File: config.mk
export PLATFORM = sky130hd
export DESIGN_NAME = max7219_serial_if
export DESIGN_NICKNAME = d
export VERILOG_FILES = /design/src/rtl/max7219_pkg.sv /design/src/rtl/max7219_half_period_cnt.sv /design/src/rtl/max7219_serial_if.sv
export SDC_FILE = /design/constraint.sdc
export NUM_CORES = 1
export LEC_CHECK = 0
export CAP_MARGIN = 20
export CORE_AREA = 2 2 66 68
export CTS_BUF_LIST = sky130_fd_sc_hd__clkbuf_4 sky130_fd_sc_hd__clkbuf_8
export DETAILED_ROUTE_END_ITERATION = 16
export DIE_AREA = 0 0 68 70
export MAX_ROUTING_LAYER = met4
export PLACE_DENSITY = 0.7
export SKIP_LAST_GASP = 1
export SLEW_MARGIN = 20
export SYNTH_ARGS = -nofsm -noshare
export SYNTH_HDL_FRONTEND = slang
export SYNTH_SLANG_ARGS = --single-unit
File: constraint.sdc
create_clock -name clk -period 2.6 [get_ports clk]
set_clock_uncertainty 0.15 [all_clocks]
set_input_delay 0.39 -clock clk [delete_from_list [all_inputs] [get_ports clk]]
set_output_delay 0.39 -clock clk [all_outputs]
set_load 0.02 [all_outputs]
File: src/rtl/max7219_pkg.sv
// Shared definitions for the MAX7219 serial interface: FSM state type,
// frame width and the device register address map.
package max7219_pkg;

    // Frame width of one MAX7219 transfer: [15:8] address, [7:0] data.
    localparam int C_MAX7219_FRAME_W = 16;

    // Serializer FSM states.
    typedef enum logic [2:0] {
        ST_IDLE,
        ST_CLK_LOW,
        ST_CLK_HIGH,
        ST_LATCH,
        ST_DONE
    } t_max7219_if_state;

    // MAX7219 register addresses (low nibble of the address byte).
    localparam logic [3:0] C_REG_NOOP         = 4'h0;
    localparam logic [3:0] C_REG_DIGIT0       = 4'h1;
    localparam logic [3:0] C_REG_DIGIT1       = 4'h2;
    localparam logic [3:0] C_REG_DIGIT2       = 4'h3;
    localparam logic [3:0] C_REG_DIGIT3       = 4'h4;
    localparam logic [3:0] C_REG_DIGIT4       = 4'h5;
    localparam logic [3:0] C_REG_DIGIT5       = 4'h6;
    localparam logic [3:0] C_REG_DIGIT6       = 4'h7;
    localparam logic [3:0] C_REG_DIGIT7       = 4'h8;
    localparam logic [3:0] C_REG_DECODE_MODE  = 4'h9;
    localparam logic [3:0] C_REG_INTENSITY    = 4'hA;
    localparam logic [3:0] C_REG_SCAN_LIMIT   = 4'hB;
    localparam logic [3:0] C_REG_SHUTDOWN     = 4'hC;
    localparam logic [3:0] C_REG_DISPLAY_TEST = 4'hF;

    // Counter width able to hold 0..n-1, never narrower than one bit.
    function automatic int cnt_width(input int n);
        return (n <= 1) ? 1 : $clog2(n);
    endfunction

endpackage

File: src/rtl/max7219_half_period_cnt.sv
// Half-period timer for the MAX7219 serializer. Counts clk cycles since the
// last restart and raises tick on the G_HALF_PERIOD-th cycle of a phase.
module max7219_half_period_cnt
    import max7219_pkg::*;
#(
    parameter int G_HALF_PERIOD = 2
) (
    input  logic clk,
    input  logic rst,
    input  logic restart,
    output logic tick
);

    localparam int C_CNT_W = cnt_width(G_HALF_PERIOD);
    localparam logic [C_CNT_W-1:0] C_LAST = C_CNT_W'(G_HALF_PERIOD - 1);

    logic [C_CNT_W-1:0] cnt_reg;

    // Free-running phase counter, cleared whenever the owner starts a new phase.
    always_ff @(posedge clk or posedge rst) begin
        if (rst) begin
            cnt_reg <= '0;
        end else if (restart) begin
            cnt_reg <= '0;
        end else begin
            cnt_reg <= cnt_reg + C_CNT_W'(1);
        end
    end

    assign tick = (cnt_reg == C_LAST);

endmodule

File: src/rtl/max7219_serial_if.sv
// MAX7219 physical-side serializer. Takes one frame per start request,
// shifts it MSB-first on DIN/CLK, optionally pulses LOAD high afterwards to
// latch it, and returns a one-cycle done pulse.
// Optional build macro MAX7219_SERIAL_IF_START_ERR_EN adds o_start_err, a
// one-cycle flag for a start request seen while the block is busy.
module max7219_serial_if
    import max7219_pkg::*;
#(
    parameter int G_HALF_PERIOD = 2,
    parameter int G_DATA_WIDTH  = C_MAX7219_FRAME_W
) (
    input  logic                    clk,
    input  logic                    rst,
    input  logic                    i_en,
    input  logic                    i_start,
    input  logic                    i_en_load,
    input  logic [G_DATA_WIDTH-1:0] i_data,
    output logic                    o_done,
    output logic                    o_busy,
    output logic                    o_max7219_clk,
    output logic                    o_max7219_din,
    output logic                    o_max7219_load
`ifdef MAX7219_SERIAL_IF_START_ERR_EN
    ,
    output logic                    o_start_err
`endif
);

    localparam int C_IDX_W = $clog2(G_DATA_WIDTH);
    localparam logic [C_IDX_W-1:0] C_IDX_MSB = C_IDX_W'(G_DATA_WIDTH - 1);

    t_max7219_if_state       state_reg;
    logic [G_DATA_WIDTH-1:0] shift_reg;
    logic [C_IDX_W-1:0]      idx_reg;
    logic [C_IDX_W-1:0]      idx_next;
    logic                    en_load_reg;
    logic                    tick;
    logic                    restart;

    // Every timed phase ends on tick, and IDLE/DONE are untimed, so clearing
    // on those conditions restarts the count on every state entry.
    assign restart  = (state_reg == ST_IDLE) || (state_reg == ST_DONE) || tick;
    assign idx_next = idx_reg - C_IDX_W'(1);

    max7219_half_period_cnt #(
        .G_HALF_PERIOD (G_HALF_PERIOD)
    ) u_half_period_cnt (
        .clk     (clk),
        .rst     (rst),
        .restart (restart),
        .tick    (tick)
    );

    // Serializer FSM with all pin-side outputs registered.
    always_ff @(posedge clk or posedge rst) begin
        if (rst) begin
            state_reg      <= ST_IDLE;
            shift_reg      <= '0;
            idx_reg        <= C_IDX_MSB;
            en_load_reg    <= 1'b0;
            o_done         <= 1'b0;
            o_busy         <= 1'b0;
            o_max7219_clk  <= 1'b0;
            o_max7219_din  <= 1'b0;
            o_max7219_load <= 1'b1;
        end else begin
            o_done <= 1'b0;
            case (state_reg)
                ST_IDLE: begin
                    if (i_en && i_start) begin
                        shift_reg      <= i_data;
                        en_load_reg    <= i_en_load;
                        idx_reg        <= C_IDX_MSB;
                        o_max7219_load <= 1'b0;
                        o_max7219_clk  <= 1'b0;
                        o_max7219_din  <= i_data[G_DATA_WIDTH-1];
                        o_busy         <= 1'b1;
                        state_reg      <= ST_CLK_LOW;
                    end
                end
                ST_CLK_LOW: begin
                    // Rising edge here is where the device samples DIN.
                    if (tick) begin
                        o_max7219_clk <= 1'b1;
                        state_reg     <= ST_CLK_HIGH;
                    end
                end
                ST_CLK_HIGH: begin
                    if (tick) begin
                        o_max7219_clk <= 1'b0;
                        if (idx_reg != '0) begin
                            idx_reg       <= idx_next;
                            o_max7219_din <= shift_reg[idx_next];
                            state_reg     <= ST_CLK_LOW;
                        end else if (en_load_reg) begin
                            state_reg <= ST_LATCH;
                        end else begin
                            // LOAD stays low so a following frame can chain.
                            o_done    <= 1'b1;
                            state_reg <= ST_DONE;
                        end
                    end
                end
                ST_LATCH: begin
                    // LOAD hold time after the final CLK fall, then latch.
                    if (tick) begin
                        o_max7219_load <= 1'b1;
                        o_done         <= 1'b1;
                        state_reg      <= ST_DONE;
                    end
                end
                ST_DONE: begin
                    o_busy    <= 1'b0;
                    state_reg <= ST_IDLE;
                end
                default: begin
                    o_busy    <= 1'b0;
                    state_reg <= ST_IDLE;
                end
            endcase
        end
    end

`ifdef MAX7219_SERIAL_IF_START_ERR_EN
    // Flag a start request that arrives while a frame is still in flight.
    always_ff @(posedge clk or posedge rst) begin
        if (rst) begin
            o_start_err <= 1'b0;
        end else begin
            o_start_err <= i_start && o_busy;
        end
    end
`endif

endmodule

Word level (Yosys, flattened, before mapping)
Cells that the tools add are included.
{ "word_totals": {"out_inout_bits": 5, "in_bits": 21, "register_bits": 30} }
{ "classes": {"n_mux": 30, "eq_ne": 9, "n_reduce_logical": 15, "add_sub_neg": 2, "magnitude_cmp": 1, "n_bitwise": 1} }
{ "op_table": {"columns": ["op", "n"], "rows": [
  ["2-to-1 mux 3 bit", 6],
  ["2-to-1 mux 1 bit", 13],
  ["2-to-1 mux 4 bit", 3],
  ["case mux 3 bit (4 select lines)", 1],
  ["AND reduction 4 bit", 3],
  ["!= test 2 x 1 -> 1 bit (second input constant)", 4],
  ["case mux 1 bit (2 select lines)", 4],
  ["case mux 4 bit (2 select lines)", 1],
  ["equality test 3 x 2 -> 1 bit (second input constant)", 2],
  ["less-than comparator 4 x 5 -> 1 bit (second input constant)", 1],
  ["binary-select mux 1 bit (select 4 bit)", 1],
  ["AND reduction 2 bit", 2],
  ["nonzero test 2 bit", 2],
  ["nonzero test 4 bit", 1],
  ["subtractor 4 x 1 -> 4 bit (second input constant)", 1],
  ["equality test 3 x 1 -> 1 bit (second input constant)", 1],
  ["equality test 3 bit (second input constant)", 1],
  ["logical NOT 3 bit", 1],
  ["case mux 1 bit (3 select lines)", 1],
  ["AND reduction 3 bit", 1],
  ["nonzero test 3 bit", 1],
  ["OR reduction 3 bit", 1],
  ["logical OR 1 bit", 2],
  ["!= test 2 bit (second input constant)", 1],
  ["3 further kinds", 3]
]} }

Logic depth before layout (Yosys ltp)
{ "depth": {"word_depth": 6, "mapped_depth": 9, "mapped_depth_nobuf": 7} }

Cells and area by module
A second synthesis with hierarchy kept.
{ "hier_totals": {"cells_unflattened": 130, "area_unflattened_um2": 1516.5} }
{ "by_module_without_submodules": {"columns": ["module", "instances", "cells_each", "seq_area_each_um2", "area_per_inst_um2"], "rows": [
  ["max7219_serial_if", 1, 127, 732.0, 1483.9],
  ["max7219_half_period_cnt", 1, 3, 25.0, 32.5]
]} }

Worst setup path before layout
No wires, ideal clock.
{ "synth_timing": {"path_kind": "flip-flop to flip-flop", "start": "register idx_reg[0]", "end": "register o_max7219_din", "path_stages_with_launch": 10, "t_arrival_ps": 2127, "setup_slack_ps": 238, "n_path_buf": 2, "setup_ps": 86, "path_cell_list": "dfstp_2 -> buf_2 -> inv_1 -> ha_1 -> buf_6 -> mux2i_1 -> mux4_2 -> nand3_1 -> o311ai_1 -> o221ai_2"} }
{ "synth_via": {"elab_chain_len": 6, "word_cells_on_any_way": 9, "cone_classes": "add/sub: 1; eq/ne: 1; mux: 5; reduce/logical: 2"} }
{ "synth_lines": {"columns": ["element", "line_no", "text"], "rows": [
  ["from (decl)", "max7219_serial_if.sv:34", "logic [C_IDX_W-1:0] idx_reg;"],
  ["from (signal assigned)", "max7219_serial_if.sv:92", "idx_reg <= idx_next;"],
  ["subtractor 4 x 1 -> 4 bit", "max7219_serial_if.sv:43", "assign idx_next = idx_reg - C_IDX_W'(1);"],
  ["binary-select mux 1 bit (select 4 bit)", "max7219_serial_if.sv:93", "o_max7219_din <= shift_reg[idx_next];"],
  ["2-to-1 mux 1 bit (implied by the code)", "max7219_serial_if.sv:93", null],
  ["2-to-1 mux 1 bit", "max7219_serial_if.sv:91", "if (idx_reg != '0) begin"],
  ["2-to-1 mux 1 bit", "max7219_serial_if.sv:89", "if (tick) begin"],
  ["case mux 1 bit (2 select lines)", "max7219_serial_if.sv:68", "case (state_reg)"],
  ["to (signal assigned)", "max7219_serial_if.sv:76", "o_max7219_din <= i_data[G_DATA_WIDTH-1];"],
  ["to (signal assigned)", "max7219_serial_if.sv:93", null],
  ["to (decl)", "max7219_serial_if.sv:21", "output logic o_max7219_din,"]
]} }
Several ways; a longest one is shown, not always the timed one. The select of a mux whose other input is x is not followed.
A chain may end at the register's enable or synchronous reset.

Final worst setup path
{ "layout_timing": {"start": "register idx_reg[1]", "end": "register o_max7219_din"} }
The elaborated chain is that of the path after synthesis.

==> out/qor.csv <==
metric,value,unit
outcome,finished clean,
cts-root-buf,clkbuf_8,
first_pass_iters,4,
antenna_cells,0,
die_area,4760,sq um
dp_hpwl,2180,microns
place_area,1870,sq um
holdWs,333,ps
synth_seq_cells,30,
post-place-ws,225,ps
dieWidth,68,microns
finalHoldViolCount,0,
post-route-drc-count,0,
grt_max_degree,31,
htreeDepth,2,
power,2.04,mW
ys_types,34,
ant_nets,0,
routed_wl,2890,microns
post-route-util,0.473,
min_period,2370,ps
grt_setup_unrepaired,false,
insertion_delay,280,ps
die_y,70,microns
cts_hold_buf,0,
setup_viol,0,
syn_to_final_growth,24.9,%
placedCellCount,206,
syn_area,1570,sq um
avgRoutedWirePerCell,13.5,microns
grt_usage,0.147,
yosys_warnings,0,
nets,184,
cts.clk_slew.worst_paths,70,ps
finalMaxSlewViolations,0,
worst_slack,226,ps
fmax,421,MHz
maxCapViolCount,0,
drt_iter0_markers,45,
viasPerCell,5.16,
tns,0,ps
synth_area_leaders,"dfrtp_1 (40%), mux2_2 (11%), dfstp_2 (8.4%)",
final_cell_mix,"dfrtp_1 (25), clkdlybuf4s50_1 (25), mux2_2 (15), nor2_1 (11), o21ai_0 (10)",
path_class,reg -> reg,
syn_avg_cell_area,11.7,sq um
cts_buffer_depth,2,
ctsResizeCount,0,
drive_gt1_frac,0.247,
ys_seq_area_frac,0.482,
cts.sinks,30,
largest_reg_flops,16,
cts_buffers,5,
worst_pin_slew,397,ps
grt-ovfl-total,0,
grt_pass1_vias,1163,
slew-limit-headroom,0.736,
crit_required,2650,ps
syn-num-nets,157,
gp_congestion,0.769,
leakage,0.838,nW
powerDensity,1040,nW/um^2
postCtsSetupRepairBufs,0,
synth.largest_area_cell,dfrtp_1,
worstSetupEndpointType,flip-flop,
io_buffers,25,
start_kind,flip-flop,
coreArea,4140,sq um
initial_core_util,0.379,
crit_arrival,2430,ps
cts_tree,built,
grt_pass1_wl,5010,microns
crit_fanout,9,
synth_top_cell_area_share,0.398,
vias,1104,
synth_cells,134,
hold_class,in -> async,
antenna_found_initial,0,
min_period_over_period,0.913,
ir_worst_vdd,0.000379,V
design_area,1960,sq um
instances_no_fill,214,
rows,24,
io-pin-count,26,
report_power, final:
part           switching [mW]  leakage (nW)  total [mW]  internal [mW]
Clock                   0.172        0.0472       0.384          0.212
Sequential              0.154         0.364       0.798          0.644
Combinational           0.388         0.426       0.860          0.472
critical path, cell delays in order, from the launching register on:
cell and delay [ps]:
dfstp_2 540, inv_1 70, ha_1 530, mux2i_1 160
mux4_2 470, nand3_1 90, o311ai_1 120, o221ai_2 160
logic make-up (layout without fill, tap and decap cells):
kind of cell / Yosys count / count (layout) / share of synthesized area
buffers and inverters: 16 / 44 / 0.0478
AOI/OAI and AO/OA: 24 / 24 / 0.0996
adders and majority gates: 2 / 2 / 0.0159
DFF: 30 / 30 / 0.482
and+or+nand+nor: 33 / 33 / 0.107
muxes: 29 / 29 / 0.248
final cells by class:
cell class                 instances  area (sq um)
clock buffer                       6          82.6
sequential                        30           757
fill                             380          2180
timing repair buffer              29           280
inverter                           7          26.3
multi-input combinational         88           738
tap                               52          65.1
clock inverter                     2          12.5
cells in the mapped netlist (all sizes together):
cell and instances:
nor3b 1, buf 7, mux2i 7, or3 1
a311o 1, o21ai 11, a211o 1, dfrtp 25
clkbuf 2, nor2 11, o221ai 1, inv 7
nand2 9, ha 2, dfstp 5, nand3 3
a211oi 1, o21a 2, nand2b 2, nand4 1
a31oi 1, mux2 16, o311ai 1, nand3b 3
a21oi 4, or3b 1, o32a 1, mux4 6
and2 1
worst paths after layout:
| path | start | end | slack [ps] | cells after the start |
|---|---|---|---|---|
| max reg2reg | idx_reg[1] | o_max7219_din | 230 | 7 |
| min in group clk | shift_reg[15] | shift_reg[15] | 340 | 2 |
| max in group asynchronous | rst | idx_reg[0] | 1650 | 3 |
| min reg2reg | shift_reg[15] | shift_reg[15] | 340 | 2 |
| min | rst | state_reg[2] | 330 | 3 |
| max | idx_reg[1] | o_max7219_din | 230 | 7 |
per-layer routing:
layer / GRT usage / up-vias / wire length [microns]
li1: - / 541 / -
met1: 0.170 / 530 / 1210
met2: 0.223 / 27 / 1490
met3: 0.0451 / 6 / 126
met4: 0.0800 / 0 / 59
met5: - / - / 0
(Power assumes the default switching activity.)
